$ cat config.mk
export PLATFORM = sky130hd
export DESIGN_NAME = mem_image_streamer
export DESIGN_NICKNAME = d
export VERILOG_FILES = /design/src/rtl/mem_image_streamer.sv
export SDC_FILE = /design/constraint.sdc
export NUM_CORES = 1
export LEC_CHECK = 0
export CAP_MARGIN = 10
export CORE_ASPECT_RATIO = 0.8
export CORE_MARGIN = 8
export CORE_UTILIZATION = 45
export DETAILED_ROUTE_END_ITERATION = 8
export PLACE_DENSITY = 0.72
export SLEW_MARGIN = 30
export SYNTH_ARGS = -nofsm -noshare
export SYNTH_HDL_FRONTEND = slang
export SYNTH_SLANG_ARGS = --single-unit
$ cat constraint.sdc
create_clock -name clk -period 5.2 [get_ports clk]
set_input_delay 1.04 -clock clk [delete_from_list [all_inputs] [get_ports clk]]
set_output_delay 1.04 -clock clk [all_outputs]
set_load 0.05 [all_outputs]
$ cat src/rtl/mem_image_streamer.sv
// Purpose : fetch one frame of 2^LOG2_N words from a 1-cycle synchronous-read
//           memory and stream them out on valid/ready with frame-last marking.
// Latency : start at cycle 0, first read at cycle 1, first out_valid at cycle 3;
//           then one sample per cycle, done pulses the cycle after the last accept.
// Backpressure: a 2-entry FIFO absorbs the memory latency; reads are issued only
//           when a FIFO slot is guaranteed, so out_ready low stalls reads within 2 words.
//
// Ports:
//   clk, rst        clock (rising edge), asynchronous active-high reset
//   start           one-cycle pulse, honoured only in IDLE
//   base_addr       frame start address, latched on accepted start
//   mem_addr        registered read address (base_addr + offset(idx), wraps)
//   mem_rd_ena      read issued this cycle, data expected on mem_data next cycle
//   mem_data        memory read data
//   out_data/out_valid/out_ready/out_last   output sample stream
//   busy            frame in progress (FETCH or DRAIN)
//   done            one-cycle pulse after the final sample is accepted
//
// Build option: define BIT_REVERSE_EN to fetch in bit-reversed offset order
// (DIT FFT input ordering); otherwise offsets run 0..2^LOG2_N-1.
module mem_image_streamer #(
  parameter int DATA_WIDTH = 32,
  parameter int ADDR_WIDTH = 12,
  parameter int LOG2_N     = 3
) (
  input  logic                  clk,
  input  logic                  rst,
  input  logic                  start,
  input  logic [ADDR_WIDTH-1:0] base_addr,
  output logic [ADDR_WIDTH-1:0] mem_addr,
  output logic                  mem_rd_ena,
  input  logic [DATA_WIDTH-1:0] mem_data,
  output logic [DATA_WIDTH-1:0] out_data,
  output logic                  out_valid,
  input  logic                  out_ready,
  output logic                  out_last,
  output logic                  busy,
  output logic                  done
);

  localparam logic [1:0] S_IDLE  = 2'd0;
  localparam logic [1:0] S_FETCH = 2'd1;
  localparam logic [1:0] S_DRAIN = 2'd2;
  localparam logic [1:0] S_DONE  = 2'd3;

  localparam logic [LOG2_N-1:0] IDX_LAST = '1;
  localparam logic [LOG2_N-1:0] IDX_ONE  = LOG2_N'(1);

  logic [1:0]            state;
  logic [ADDR_WIDTH-1:0] base_q;
  logic [ADDR_WIDTH-1:0] addr_q;
  logic [LOG2_N-1:0]     idx;
  logic                  inflight;
  logic                  inflight_last;

  // Two-entry FIFO: head drives the output directly, tail holds the second word.
  logic [1:0]            fifo_count;
  logic [DATA_WIDTH-1:0] head_dat;
  logic [DATA_WIDTH-1:0] tail_dat;
  logic                  head_last;
  logic                  tail_last;

  logic                  pop;
  logic                  push;
  logic                  rd_ena;
  logic [2:0]            occupancy;

  function automatic logic [LOG2_N-1:0] offset_of(input logic [LOG2_N-1:0] i);
    logic [LOG2_N-1:0] r;
    r = i;
`ifdef BIT_REVERSE_EN
    for (int b = 0; b < LOG2_N; b++) begin
      r[b] = i[LOG2_N-1-b];
    end
`endif
    return r;
  endfunction

  assign pop  = (fifo_count != 2'd0) && out_ready;
  assign push = inflight;

  // Slots committed for the next cycle: stored words plus the word in flight,
  // less the word leaving this cycle. A slot freed by a same-cycle pop can be
  // reused immediately, which is what sustains one sample per cycle; the FIFO
  // still never holds more than 2 words.
  assign occupancy = {1'b0, fifo_count} + {2'b00, inflight} - {2'b00, pop};
  assign rd_ena    = (state == S_FETCH) && (occupancy < 3'd2);

  always_ff @(posedge clk or posedge rst) begin
    if (rst) begin
      state         <= S_IDLE;
      base_q        <= '0;
      addr_q        <= '0;
      idx           <= '0;
      inflight      <= 1'b0;
      inflight_last <= 1'b0;
    end else begin
      inflight      <= rd_ena;
      inflight_last <= rd_ena && (idx == IDX_LAST);
      case (state)
        S_IDLE: begin
          if (start) begin
            state  <= S_FETCH;
            base_q <= base_addr;
            addr_q <= base_addr;  // offset of idx 0 is 0 in both orders
            idx    <= '0;
          end
        end
        S_FETCH: begin
          if (rd_ena) begin
            idx <= idx + IDX_ONE;
            if (idx == IDX_LAST) begin
              state <= S_DRAIN;
            end else begin
              addr_q <= base_q + ADDR_WIDTH'(offset_of(idx + IDX_ONE));
            end
          end
        end
        S_DRAIN: begin
          if (pop && head_last) begin
            state <= S_DONE;
          end
        end
        default: state <= S_IDLE;
      endcase
    end
  end

  always_ff @(posedge clk or posedge rst) begin
    if (rst) begin
      fifo_count <= 2'd0;
      head_dat   <= '0;
      tail_dat   <= '0;
      head_last  <= 1'b0;
      tail_last  <= 1'b0;
    end else begin
      if (push && pop) begin
        if (fifo_count == 2'd2) begin
          head_dat  <= tail_dat;
          head_last <= tail_last;
          tail_dat  <= mem_data;
          tail_last <= inflight_last;
        end else begin
          head_dat  <= mem_data;
          head_last <= inflight_last;
        end
      end else if (push) begin
        if (fifo_count == 2'd0) begin
          head_dat  <= mem_data;
          head_last <= inflight_last;
        end else begin
          tail_dat  <= mem_data;
          tail_last <= inflight_last;
        end
        fifo_count <= fifo_count + 2'd1;
      end else if (pop) begin
        head_dat   <= tail_dat;
        head_last  <= tail_last;
        fifo_count <= fifo_count - 2'd1;
      end
    end
  end

  assign mem_addr   = addr_q;
  assign mem_rd_ena = rd_ena;
  assign out_valid  = (fifo_count != 2'd0);
  assign out_data   = head_dat;
  assign out_last   = out_valid && head_last;
  assign busy       = (state == S_FETCH) || (state == S_DRAIN);
  assign done       = (state == S_DONE);

endmodule

==> flow_metrics.py <==
metrics = {
    "run_status": {
        "status": "finished clean",
    },
    "layout": {
        "layout.nets": 561,
        "final_cells": 645,
        "n_fill_cell": 894,
        "design_area_mm2": 0.00614,
        "area_growth_pct": 30.3,
        "diodes": 0,
        "layout-drive-gt1-share_pct": 13.9,
    },
    "global_route": {
        "grt_pass1_vias": 3559,
        "grt_usage_pct": 16.4,
        "grt_pass1_wl_um": 18200,
        "antenna_found_initial": 0,
        "grt.overflow.total": 0,
        "grt_max_degree": 51,
    },
    "clock_tree": {
        "cts-root-buf": "clkbuf_16",
        "cts_max_level": 3,
        "cts_made_buffers": 9,
        "clkSinkCount": 99,
        "cts_buffer_depth": 2,
        "cts.repair.resized": 0,
        "postCtsSetupRepairBufs": 0,
        "clk-insertion-delay-late_ns": 0.34,
        "clkTransAtPathRegs_ns": 0.06,
        "cts_tree": "done",
        "ctsHoldBuffers": 0,
    },
    "drt": {
        "antenna_left": 0,
        "wl_per_cell_um": 17.0,
        "dr.pass1.iters": 4,
        "vias": 3443,
        "drc_errors": 0,
        "drt-vias-per-instance": 5.34,
        "first_iter_violations": 258,
        "wl_um": 11000,
    },
    "critical_path": {
        "critPathRequiredTime_ns": 4.16,
        "reg2regPathDepth": 9,
        "end_kind": "output pin",
        "cp.arrival_ns": 3.49,
        "cp-start-kind": "input pin",
        "path_class": "input pin to output pin",
        "cp_max_fo": 5,
        "rr_endpoint": "mem_addr[10]",
        "r2r_setup_slack_ns": 1.54,
        "timing.rr.start": "fifo_count[0]",
    },
    "logic_synthesis": {
        "synthAdderAreaFrac_pct": 3.50,
        "synth-seq-cells": 99,
        "netlist_area_mm2": 0.00471,
        "synth_simple_gate_area_share_pct": 8.86,
        "synth_cell_types": 42,
        "ys_warn_count": 0,
        "ys_seq_area_share_pct": 52.5,
        "synth_compound_area_share_pct": 10.4,
        "synth_top_family_by_area": "multiplexers",
        "synth.avg_cell_area_um2": 11.4,
        "synthXorXnorAreaFrac_pct": 1.86,
        "synthMuxAreaShare_pct": 19.9,
        "synthArstFlopShare_pct": 100,
        "synth-edff-count": 0,
        "netlist_instances": 414,
        "ys.flop_type": "dfrtp_1",
        "syn_nets": 474,
    },
    "sta": {
        "slew_viol_final": 0,
        "rsz0062_at_grt": "false",
        "tightest_slew_ns": 0.845,
        "finalSetupViolCount": 0,
        "period_minus_slack_ns": 4.53,
        "setup_tns_ns": 0,
        "max-slew-margin-rel_pct": 43.7,
        "hold_viol": 0,
        "whs_ns": 0.482,
        "min_period_over_period_pct": 87.1,
        "clock.fmax_mhz": 221,
        "finalClockSkew_ns": 0.00320,
    },
    "place": {
        "hpwl_um": 7720,
        "dpl.cell_count": 630,
        "gp_congestion": 0.836,
        "port_buffers": 96,
        "post_dp_cell_area_mm2": 0.00584,
    },
    "power_and_ir_drop": {
        "p_total_uw": 4310,
        "ir_drop_mv": 0.421,
        "p_per_area_mw_per_mm2": 701,
        "leakagePower_uw": 0.00269,
    },
    "run": {
        "maxCapViolations": 0,
    },
    "die": {
        "dieArea_mm2": 0.0140,
        "start_util_pct": 46.0,
        "std_cell_rows": 33,
        "die_height_um": 108,
        "io_pins": 97,
        "die_w_um": 130,
        "core_area_mm2": 0.0102,
    },
    "worst_hold_path": {
        "hold_start": "out_data[2]",
        "hold_path_class": "register to register",
        "holdPathStages": 2,
        "hold_path_end": "out_data[2]",
    },
}
==> power by group <==
group / internal (uW) / switching, uW / total [uW]
clock network: 384 / 277 / 661
logic: 898 / 1350 / 2250
registers: 1140 / 257 / 1390
==> metal layers <==
layer | routed length (um) | GRT usage [%] | share of wire [%]
met1 | 5040 | 21.6 | 46
met2 | 5090 | 25.8 | 46
met3 | 683 | 4.55 | 6.2
met4 | 153 | 4.99 | 1.4
met5 | 0 | 0 | 0
==> layout make-up <==
type / instances / area (um^2) / area share [%]
sequential: 99 / 2480 / 40.3
multi-input combinational: 282 / 2120 / 34.5
timing repair buffer: 100 / 1040 / 17.0
clock buffer: 11 / 243 / 3.95
tap: 140 / 175 / 2.85
clock inverter: 4 / 51.3 / 0.835
inverter: 9 / 36.3 / 0.591
==> layout by cell type, fill, tap and decap left out, types with 2 or more instances in the layout <==
cell type / instances
o22ai_1: 8
mux2i_1: 37
or3_1: 2
mux2_2: 45
buf_4: 2
a21oi_1: 16
a221o_1: 3
o21ai_0: 14
nor3_1: 3
inv_1: 7
fa_1: 2
clkdlybuf4s50_1: 95
mux2_1: 4
clkbuf_16: 9
nor2b_1: 2
nand2_1: 42
nand3_1: 10
dfrtp_1: 99
buf_16: 2
ha_1: 10
and2_1: 2
a31oi_1: 7
or2_1: 2
nor3b_1: 7
o21ai_1: 32
nor2_1: 6
xnor2_1: 8
nand2b_1: 3
a22oi_1: 2
xor2_1: 2
==> critical path, stage by stage <==
cell	delay, ns
clkdlybuf4s50_1	0.51
inv_1	0.13
nor2_1	0.21
a21oi_1	0.10
nand2b_1	0.21
fa_1	0.45
xnor2_1	0.20
nand2_1	0.14
nor2_1	0.32
buf_12	0.19
==> cell usage after synthesis, types with 3 or more instances <==
| cell type | n | area share, % |
|---|---|---|
| nand2_1 | 42 | 3.3 |
| mux2_1 | 4 | 0.96 |
| a31oi_1 | 7 | 0.93 |
| clkbuf_1 | 14 | 1.1 |
| dfrtp_1 | 99 | 53 |
| nand3_1 | 11 | 1.2 |
| a21oi_1 | 16 | 1.7 |
| o21ai_0 | 14 | 1.5 |
| buf_2 | 8 | 0.85 |
| mux2i_1 | 37 | 7.9 |
| nor3b_1 | 7 | 1.1 |
| mux2_2 | 45 | 11 |
| nand2b_1 | 3 | 0.40 |
| xnor2_1 | 8 | 1.5 |
| and2_1 | 3 | 0.40 |
| inv_1 | 8 | 0.64 |
| a221o_1 | 3 | 0.64 |
| o21ai_1 | 32 | 3.4 |
| ha_1 | 10 | 2.7 |
| nor2_1 | 6 | 0.48 |
| nor3_1 | 3 | 0.32 |
| o22ai_1 | 8 | 1.1 |
==> through the flow <==
stage          setup WS (ns)  util (%)
4_1_cts                0.669      59.9
6_report               0.670      60.0
5_1_grt                0.452      60.0
2_1_floorplan           1.21         -
3_5_place_dp           0.686      57.0
3_3_place_gp           0.784      56.5
==> kinds of logic after synthesis <==
kind of cell	Yosys count
fa+ha+maj	12
mux	87
buf+inv	33
flops	99
compound gates	87
simple gates	86
xor+xnor	10
==> registers in the layout (all words and copies together) (netlist names) <==
| name | flops |
|---|---|
| tail_last | 1 |
| inflight | 1 |
| mem_addr | 12 |
| inflight_last | 1 |
| fifo_count | 2 |
| idx | 3 |
| out_data | 32 |
| base_q | 12 |
| tail_dat | 32 |
| head_last | 1 |
| state | 2 |
==> how the worst max path moves through the flow <==
stage | to | slack (ns) | from
6_report | mem_rd_ena | 0.67 | out_ready
5_1_grt | mem_rd_ena | 0.45 | out_ready
4_1_cts | mem_rd_ena | 0.67 | out_ready
3_5_place_dp | mem_rd_ena | 0.69 | out_ready
3_3_place_gp | mem_rd_ena | 0.78 | out_ready
2_1_floorplan | mem_rd_ena | 1.21 | out_ready
Power figures use the tool's default switching activity.
==> patch: new RTL, config.mk and constraints unchanged <==
Add a define of `BIT_REVERSE_EN`.
--- a/src/rtl/mem_image_streamer.sv
+++ b/src/rtl/mem_image_streamer.sv
@@ -18,6 +18,8 @@
 //
 // Build option: define BIT_REVERSE_EN to fetch in bit-reversed offset order
 // (DIT FFT input ordering); otherwise offsets run 0..2^LOG2_N-1.
+`define BIT_REVERSE_EN
+
 module mem_image_streamer #(
   parameter int DATA_WIDTH = 32,
   parameter int ADDR_WIDTH = 12,
Behaviour: not the same (Yosys sat finds a counterexample within 4 cycles, from zero or initial values and one cycle with rst high).
==> patch against the unedited design <==
Critical path depth down 1. Cell area is 1.5% higher. Clock skew grew 0.00052 ns. Worst setup slack better by 0.12 ns. Area after synthesis is 3.1% higher. Routed wire length fell by 1.7%. Total power up 6.8%. Synthesized cell count rose by 1.7%. Sequential power increased by 3%. Maximum frequency up 2.7%. Sequential cell count stayed put. Critical path type unchanged. Largest cell class unchanged.
==> patch: results (changes against the unedited design) <==
GRT
  • Number of global-route vias before repair: 3553 (was 3559)
  • M1 GR Usage: 20.2% (was 21.6%)
  • First-pass GRT wire length: 18100 um (was 18200 um)
  • Global-route usage over all layers: 15.4% (was 16.4%)

Placed design
  • Routability congestion estimate: 0.829 (was 0.836)
  • Post-Place Worst Slack: 0.780 ns (was 0.686 ns)
  • Post-DP HPWL: 7510 um (was 7720 um)
  • Dpl cells: 640 (was 630)

Synthesis
  • Synth Area in XOR/XNOR: 1.65% (was 1.86%)
  • Count of different cell masters after synthesis: 49 (was 42)
  • Mux contribution to synthesized area: 20.0% (was 19.9%)
  • Synth Instances: 421 (was 414)
  • Commonest cells in the netlist: 99 x dfrtp_1, 53 x mux2_2, 42 x a21oi_1 (was 99 x dfrtp_1, 45 x mux2_2, 42 x nand2_1)

Critical path
  • Cell family with most CP delay: buffers and inverters (was simple AND/OR/NAND/NOR gates)
  • Capture point of the worst reg-to-reg path: state[1] (was mem_addr[10])
  • Critical path peak fanout: 7 (was 5)

Timing
  • Post-layout min period: 4.41 ns (was 4.53 ns)
  • Clock Skew: 0.00372 ns (was 0.00320 ns)
  • Hold Slack: 0.497 ns (was 0.482 ns)

Cells and area
  • Share of layout cells above drive strength 1: 16.4% (was 13.9%)
  • Fin cells: 655 (was 645)

Drt
  • WL met1: 5180 um (was 5040 um)

Min path
  • Startpoint of the worst hold path: base_q[10] (was out_data[2])

Power and ir drop
  • P_int: 2.60 mW (was 2.42 mW)
  • Worst VDD drop: 0.461 mV (was 0.421 mV)
  • Comb group: 2.46 mW (was 2.25 mW)
  • Sequential power share: 31.0% (was 32.4%)

Run status
  • Outcome: complete, no violations (unchanged)
patch: cell types whose count changed after synthesis, sizes merged, moves of 4 or more:
cell,unedited run,this run
o21ai,47,17
a21oi,16,42
nand2,42,20
mux2,49,55
clkbuf,14,6
nor2,6,31
buf,10,18
inv,8,13
nor3b,7,0
and3,0,4
patch: cell type report:
| type | instances | area, um^2 |
|---|---|---|
| well taps | 144 | 180 |
| inverters | 13 | 53.8 |
| multi-input cells | 285 | 2190 |
| flip-flops and latches | 99 | 2480 |
| fillers | 884 | 4450 |
| clock buffers | 10 | 239 |
| clock inverters | 5 | 77.6 |
| repair buffers | 99 | 1010 |
patch: worst max-delay path by stage:
stage / startpoint / to / depth (start not counted)
after global routing: out_ready / mem_rd_ena / 9
after floorplan: out_ready / mem_rd_ena / 7
after detailed placement: out_ready / mem_rd_ena / 9
final: out_ready / mem_rd_ena / 9
after global placement: out_ready / mem_rd_ena / 9
after CTS: out_ready / mem_rd_ena / 9
